--- src/rtl/pipe_pkg.sv ---
// Shared constants and helpers for the pipeline sink FIFO.
package pipe_pkg;

    localparam int unsigned DEF_WIDTH = 100;
    localparam int unsigned STAT_W    = 32;

    // Ceiling log2 usable in parameter expressions; returns 0 for value <= 1.
    function automatic int unsigned clog2(input int unsigned value);
        int unsigned result;
        int unsigned v;
        result = 0;
        v      = (value > 0) ? value - 1 : 0;
        while (v > 0) begin
            result = result + 1;
            v      = v >> 1;
        end
        return result;
    endfunction

endpackage

--- src/rtl/pipe_sink_mem.sv ---
// DEPTH x WIDTH register array: one synchronous write port, one asynchronous read port.
module pipe_sink_mem
    import pipe_pkg::*;
#(
    parameter int unsigned WIDTH = DEF_WIDTH,
    parameter int unsigned DEPTH = 4,
    localparam int unsigned AW   = clog2(DEPTH)
) (
    input  logic             clk,
    input  logic             i_wr_en,
    input  logic [AW-1:0]    i_wr_addr,
    input  logic [WIDTH-1:0] i_wr_data,
    input  logic [AW-1:0]    i_rd_addr,
    output logic [WIDTH-1:0] o_rd_data
);

    // Storage is intentionally not reset; validity is tracked by the owner's count.
    logic [WIDTH-1:0] r_mem [DEPTH];

    always_ff @(posedge clk) begin
        if (i_wr_en) begin
            r_mem[i_wr_addr] <= i_wr_data;
        end
    end

    assign o_rd_data = r_mem[i_rd_addr];

endmodule

--- src/rtl/pipe_sink_fifo.sv ---
// Receiving end of a valid/allowin pipeline with a show-ahead FIFO read port.
// Define PIPE_SINK_STATS_EN to add saturating accepted/stall counters.
module pipe_sink_fifo
    import pipe_pkg::*;
#(
    parameter int unsigned WIDTH = DEF_WIDTH,
    parameter int unsigned DEPTH = 4,
    localparam int unsigned AW   = clog2(DEPTH)
) (
    input  logic              clk,
    input  logic              rst,
    input  logic              flush,
    input  logic              in_valid,
    input  logic [WIDTH-1:0]  in_data,
    output logic              in_allowin,
    input  logic              rd_en,
    output logic              rd_valid,
    output logic [WIDTH-1:0]  rd_data,
    output logic [AW:0]       level
`ifdef PIPE_SINK_STATS_EN
    ,
    output logic [STAT_W-1:0] stat_accepted,
    output logic [STAT_W-1:0] stat_stall
`endif
);

    localparam logic [AW:0] FULL_CNT = (AW+1)'(DEPTH);

    logic [AW-1:0] r_wptr;
    logic [AW-1:0] r_rptr;
    logic [AW:0]   r_count;

    logic          w_push;
    logic          w_pop;
    logic          w_wr_en;
    logic [AW:0]   w_count_nxt;

    // Handshake outputs depend only on registered occupancy.
    assign in_allowin = (r_count != FULL_CNT);
    assign rd_valid   = (r_count != '0);
    assign level      = r_count;

    assign w_push  = in_valid && in_allowin;
    assign w_pop   = rd_en && rd_valid;
    assign w_wr_en = w_push && !flush;

    always_comb begin
        w_count_nxt = r_count;
        if (w_push && !w_pop) begin
            w_count_nxt = r_count + (AW+1)'(1);
        end else if (w_pop && !w_push) begin
            w_count_nxt = r_count - (AW+1)'(1);
        end
    end

    always_ff @(posedge clk or posedge rst) begin
        if (rst) begin
            r_wptr  <= '0;
            r_rptr  <= '0;
            r_count <= '0;
        end else if (flush) begin
            r_wptr  <= '0;
            r_rptr  <= '0;
            r_count <= '0;
        end else begin
            if (w_push) begin
                r_wptr <= r_wptr + AW'(1);
            end
            if (w_pop) begin
                r_rptr <= r_rptr + AW'(1);
            end
            r_count <= w_count_nxt;
        end
    end

    pipe_sink_mem #(
        .WIDTH (WIDTH),
        .DEPTH (DEPTH)
    ) u_mem (
        .clk       (clk),
        .i_wr_en   (w_wr_en),
        .i_wr_addr (r_wptr),
        .i_wr_data (in_data),
        .i_rd_addr (r_rptr),
        .o_rd_data (rd_data)
    );

`ifdef PIPE_SINK_STATS_EN
    logic [STAT_W-1:0] r_stat_accepted;
    logic [STAT_W-1:0] r_stat_stall;
    logic              w_stall;

    assign w_stall = in_valid && !in_allowin;

    always_ff @(posedge clk or posedge rst) begin
        if (rst) begin
            r_stat_accepted <= '0;
            r_stat_stall    <= '0;
        end else if (flush) begin
            r_stat_accepted <= '0;
            r_stat_stall    <= '0;
        end else begin
            if (w_push && (r_stat_accepted != '1)) begin
                r_stat_accepted <= r_stat_accepted + STAT_W'(1);
            end
            if (w_stall && (r_stat_stall != '1)) begin
                r_stat_stall <= r_stat_stall + STAT_W'(1);
            end
        end
    end

    assign stat_accepted = r_stat_accepted;
    assign stat_stall    = r_stat_stall;
`endif

endmodule

--- config.mk ---
export PLATFORM = sky130hd
export DESIGN_NAME = pipe_sink_fifo
export DESIGN_NICKNAME = d
export VERILOG_FILES = /design/src/rtl/pipe_pkg.sv /design/src/rtl/pipe_sink_mem.sv /design/src/rtl/pipe_sink_fifo.sv
export SDC_FILE = /design/constraint.sdc
export NUM_CORES = 1
export LEC_CHECK = 0
export ABC_AREA = 1
export BUFFER_PORTS_ARGS = -buffer_cell sky130_fd_sc_hd__buf_2
export CAP_MARGIN = 20
export CORE_MARGIN = 5
export CORE_UTILIZATION = 35
export CTS_CLUSTER_DIAMETER = 120
export CTS_CLUSTER_SIZE = 14
export DETAILED_ROUTE_END_ITERATION = 10
export GPL_TIMING_DRIVEN = 0
export SLEW_MARGIN = 0
export SYNTH_ARGS = -nofsm -noshare
export SYNTH_HDL_FRONTEND = slang
export SYNTH_SLANG_ARGS = --single-unit
--- constraint.sdc ---
create_clock -name clk -period 7.3 [get_ports clk]
set_clock_uncertainty 0.05 [all_clocks]
set_input_delay 0.365 -clock clk [delete_from_list [all_inputs] [get_ports clk]]
set_output_delay 0.365 -clock clk [all_outputs]
set_load 0.005 [all_outputs]
# Word level (Yosys, flattened, before mapping)
# Memory sizes are Yosys's and may differ from the RTL's.
# Index checks and enable logic that the tools add are counted.
# totals
regBits	7
latch_bits	0
ram_bits	400
romBits	0
input_bits	105
output_inout_bits	105
elab_cells	30
n_memories	1
# classes
addsub	4
mul	0
div_mod_pow	0
n_lt_le_gt_ge	0
n_eq_ne	1
n_shift	0
mux	9
n_bitwise	0
n_reduce_logical	12
# mem_list
memory	depth	word_bits	read_ports	rd_clocked_by_memory_dff	write_ports	line_no	source
u_mem.r_mem	4	100	1	0	1	pipe_sink_mem.sv:18	logic [WIDTH-1:0] r_mem [DEPTH];
# ops
cell	n
3-bit two-way mux	3
2-bit two-way mux	4
3-bit nonzero test	2
1-bit logical AND	5
2-bit by 1-bit adder with 2-bit output (second input constant)	2
2-bit nonzero test	2
3-bit by 1-bit adder with 3-bit output (second input constant)	1
1-bit zero test	3
3-bit != test (second input constant)	1
3-bit by 1-bit subtractor with 3-bit output (second input constant)	1
1-bit two-way mux	2

# Logic depth before layout (Yosys ltp)
# depth
ltp_word	7
mapped_depth	12
depth_no_buf	12

# Cells and area by module
# A second synthesis with hierarchy kept.
# unflattened
cells_unflattened	1627
hier_area_um2	17566.8
# modules_own_cells
module	instances	cells_each	area_each_um2	seq_area_each_um2
pipe_sink_mem	1	1574	17127.7	12011.5
pipe_sink_fifo	1	53	439.2	175.2

# Worst setup path after synthesis
# No wires, ideal clock.
# synth_timing
path_type	reg2reg
from	register r_count[1] (netlist: level[1])
to	memory u_mem.r_mem[0][0] in the netlist's numbering (enable)
setup_time_ns	0.560
arrival_time_ns	5.042
t_required_ns	6.690
path_slack_ns	1.648
stages_incl_launch_ff	5
path_buffers	0
period_less_slack_ns	5.652
cell_sequence	dfrtp_1 nor2_4 a21oi_2 nand2_1 nor2_1
# synth_via
elab_chain_cells	5
# synth_rtl
item	line_no	source
start: declaration	pipe_sink_fifo.sv:31	logic [AW:0] r_count;
start signal: assignment	pipe_sink_fifo.sv:72	r_count <= w_count_nxt;
3-bit != test	pipe_sink_fifo.sv:39	assign in_allowin = (r_count != FULL_CNT);
1-bit logical AND	pipe_sink_fifo.sv:43	assign w_push = in_valid && in_allowin;
1-bit logical AND	pipe_sink_fifo.sv:45	assign w_wr_en = w_push && !flush;
1-bit two-way mux	pipe_sink_mem.sv:21	if (i_wr_en) begin
1-bit two-way mux (implied by the code)	pipe_sink_mem.sv:22	r_mem[i_wr_addr] <= i_wr_data;
end: declaration	pipe_sink_mem.sv:18	
# No other way between the ends.

# Worst setup path after layout
# layout_timing
from	register r_rptr[1]
to	output port rd_data[55]
# layout_via
elab_chain_cells	1
# layout_rtl
item	line_no	source
start: declaration	pipe_sink_fifo.sv:30	logic [AW-1:0] r_rptr;
start signal: assignment	pipe_sink_fifo.sv:70	r_rptr <= r_rptr + AW'(1);
memory read 4 x 100 bit	-	
end: declaration	pipe_sink_fifo.sv:18	output logic [WIDTH-1:0] rd_data,
# No other way between the ends.

==> results.tsv <==
metric	value	unit
drive_gt1_share	23.5	%
r2r-start	level[1]$_DFFE_PP0P_	
tightest_slew	0.617	ns
overflow	0	
fin_nets	1506	
worstPathRequired	6.88	ns
detail-route-antenna-nets	0	
finalNonFillerCells	1997	
die_w	219	um
final_max_slew_viol_count	0	
slew_headroom	58.7	%
wl_met1	17300	um
drt_iter0_drc	599	
seq_area_frac_synth	79.7	%
grt_use_total	16.1	%
rows	76	
place_inst	1844	
p_leak	6.83	nW
antenna_found_initial	3	
ioPinCount	210	
syn_inst	1033	
critPathCaptureType	output port	
synth_cell_types	24	
crit_start	r_rptr[1]$_DFFE_PP0P_	
grt_start_max_net_pins	28	
path_delay_family	buffers and inverters	
maxCapViolCount	0	
met3_wirelength	2530	um
insertion_delay	0.53	ns
coreArea	43200	sq um
setup_tns	0	ns
routed_wl	39100	um
ys_ff_latch	407	
start_kind	flop	
top_layer_used	met5	
r2r-end	u_mem.r_mem[1][64]$_DFFE_PP_	
hold_class	input port to flop	
clock.fmax	365	MHz
root_buffer	clkbuf_16	
synthesis.area	15300	sq um
status	finished, final reports clean	
die_y	219	um
dpl.hpwl	24700	um
drc	0	
worst-path-max-fanout	12	
hp-start	in_data[19]	
ff2ff_setup_slack	4.69	ns
worstSetupPathType	flop to output port	
wl_per_cell	19.6	um
grt_pass1_wl	59300	um
crit_top_cell	buf_2	
met2_length	18600	um
numCtsBuffers	35	
hold_path_depth	1	
rr_worst_depth	6	
fill_cells	3897	
port_buffers	209	
arrival	2.33	ns
first_pass_iters	5	
syn_avg_cell_area	14.8	sq um
power_density	308	nW/um^2
start_util	35.4	%
rsz0062_at_grt	no	
cp_slowest_cell	clkbuf_1	
yosys_warnings	0	
seqCellArea	12200	sq um
critical_path_buf_inv_count	3	
gp_congestion	0.755	
clk_pin_slew	0.07	ns
die_area	48000	sq um
setup_violations	0	
crit_chain	buf_2 > clkbuf_1 > o21ai_0 > o22ai_1 > buf_2	
synth_fp_nets	1143	
tritoncts	done	
via_per_inst	4.93	
finalHoldViolCount	0	
syn2layout_area_growth	27.3	%
cts_buffer_depth	3	
cts.sink_count	407	
h-tree-depth	2	
multiInputGateArea	2690	sq um
min_to	u_mem.r_mem[1][19]$_DFFE_PP_	
irDropWorstVdd	236	uV
max_stage_delay	0.43	ns
grt_pass1_vias	9973	
vias	9848	
period_share	37.6	%
finalCriticalPeriod	2.74	ns
## synth_stat cells
cell type  count  share of area (%)
o22ai_1      100                4.1
fa_1           1               0.13
dfrtp_1        7                1.1
a21oi_2        1              0.057
edfxtp_1     400                 79
inv_1         13               0.32
a21oi_1        2              0.065
inv_2          3              0.074
o21ai_0      164                5.4
nor2_4         2               0.15
buf_4          2              0.098
xnor2_1        1              0.057
buf_2         39                1.3
nand2_2        3               0.12
clkbuf_1      15               0.37
nand2_1       13               0.32
nor2_1       204                5.0
ha_1           4               0.33
nand3_1        5               0.16
clkinv_1       1              0.025
nand3b_1       1              0.049
buf_6         10               0.74
o21ai_1       39                1.3
nand2_4        3               0.22
## what timing repair did
item / CTS / global route
gates resized for setup: 0 / 0
endpoints found under the setup margin: 0 / 0
endpoints found under the hold margin: 401 / 0
hold buffers: 100 / 0
buffers inserted: 0 / 0
## how the worst max path moves through the flow
stage / slack (ns) / end / cells past startpoint
floorplan: 1.65 / u_mem.r_mem[0][0]$_DFFE_PP_ / 4
global placement: -2.50 / u_mem.r_mem[0][62]$_DFFE_PP_ / 4
detailed placement: 4.68 / u_mem.r_mem[1][52]$_DFFE_PP_ / 6
CTS: 4.47 / rd_data[53] / 5
global route: 4.38 / rd_data[53] / 5
finish: 4.56 / rd_data[55] / 5
## layer usage
metal	global-route usage [%]	up-vias
li1	-	4606
met1	22.0	4841
met2	26.5	336
met3	3.13	59
met4	4.33	6
met5	0	-
## report_power, final
group | leakage (nW) | switching, mW | internal [mW]
clock network | 0.477 | 0.779 | 0.922
logic | 2.63 | 0.966 | 0.574
registers | 3.72 | 0.0437 | 2.72
## logic make-up (layout without fill, tap and decap cells)
group | after synthesis | in the layout | share of synthesized area (%)
AND/OR/NAND/NOR | 231 | 231 | 6.03
other | 0 | 3 | 0
buffers and inverters | 83 | 459 | 2.90
XOR/XNOR | 1 | 1 | 0.0573
AO/OA/AOI/OAI | 306 | 306 | 10.9
adder cells (fa/ha/maj) | 5 | 5 | 0.458
flip-flops | 407 | 407 | 79.7
## metrics by stage
step                      setup slack, ns  power [mW]  instance area (sq um)  util, %  hold slack [ns]
after floorplan                      1.65        3.60                  15300        -            0.118
after global placement              -2.50        4.33                  17100     39.5            0.288
after detailed placement             4.68        4.34                  17500     40.5            0.285
after CTS                            4.47        6.09                  19500     45.1           0.0100
after global routing                 4.38        6.32                  19500     45.1           0.0293
final                                4.56        6.00                  19500     45.1           0.0334
## cells in the final DEF, fill, tap and decap left out, types with 4 or more instances in the layout
cell,n
buf_16,4
nand3_1,5
nand2_1,13
o21ai_1,39
buf_12,13
edfxtp_1,400
buf_6,10
o22ai_1,100
nor2_1,200
clkbuf_16,37
ha_1,4
o21ai_0,164
dfrtp_1,7
dlygate4sd3_1,100
nor2_4,6
buf_2,248
clkbuf_1,27
inv_1,13
## flip-flops by register name, summed over array words and instances (netlist names)
| name | count |
|---|---|
| u_mem.r_mem | 400 |
| r_rptr | 2 |
| level | 3 |
| r_wptr | 2 |
## area by class of cell
cell class | instances | share of cell area, %
sequential | 407 | 62.6
multi-input combinational | 543 | 13.8
timing repair buffer | 326 | 12.4
clock buffer | 49 | 4.99
tap | 585 | 3.76
buffer | 66 | 1.95
inverter | 17 | 0.328
clock inverter | 1 | 0.0836
antenna | 3 | 0.0386
No activity file was read; power rests on OpenSTA's default activity.
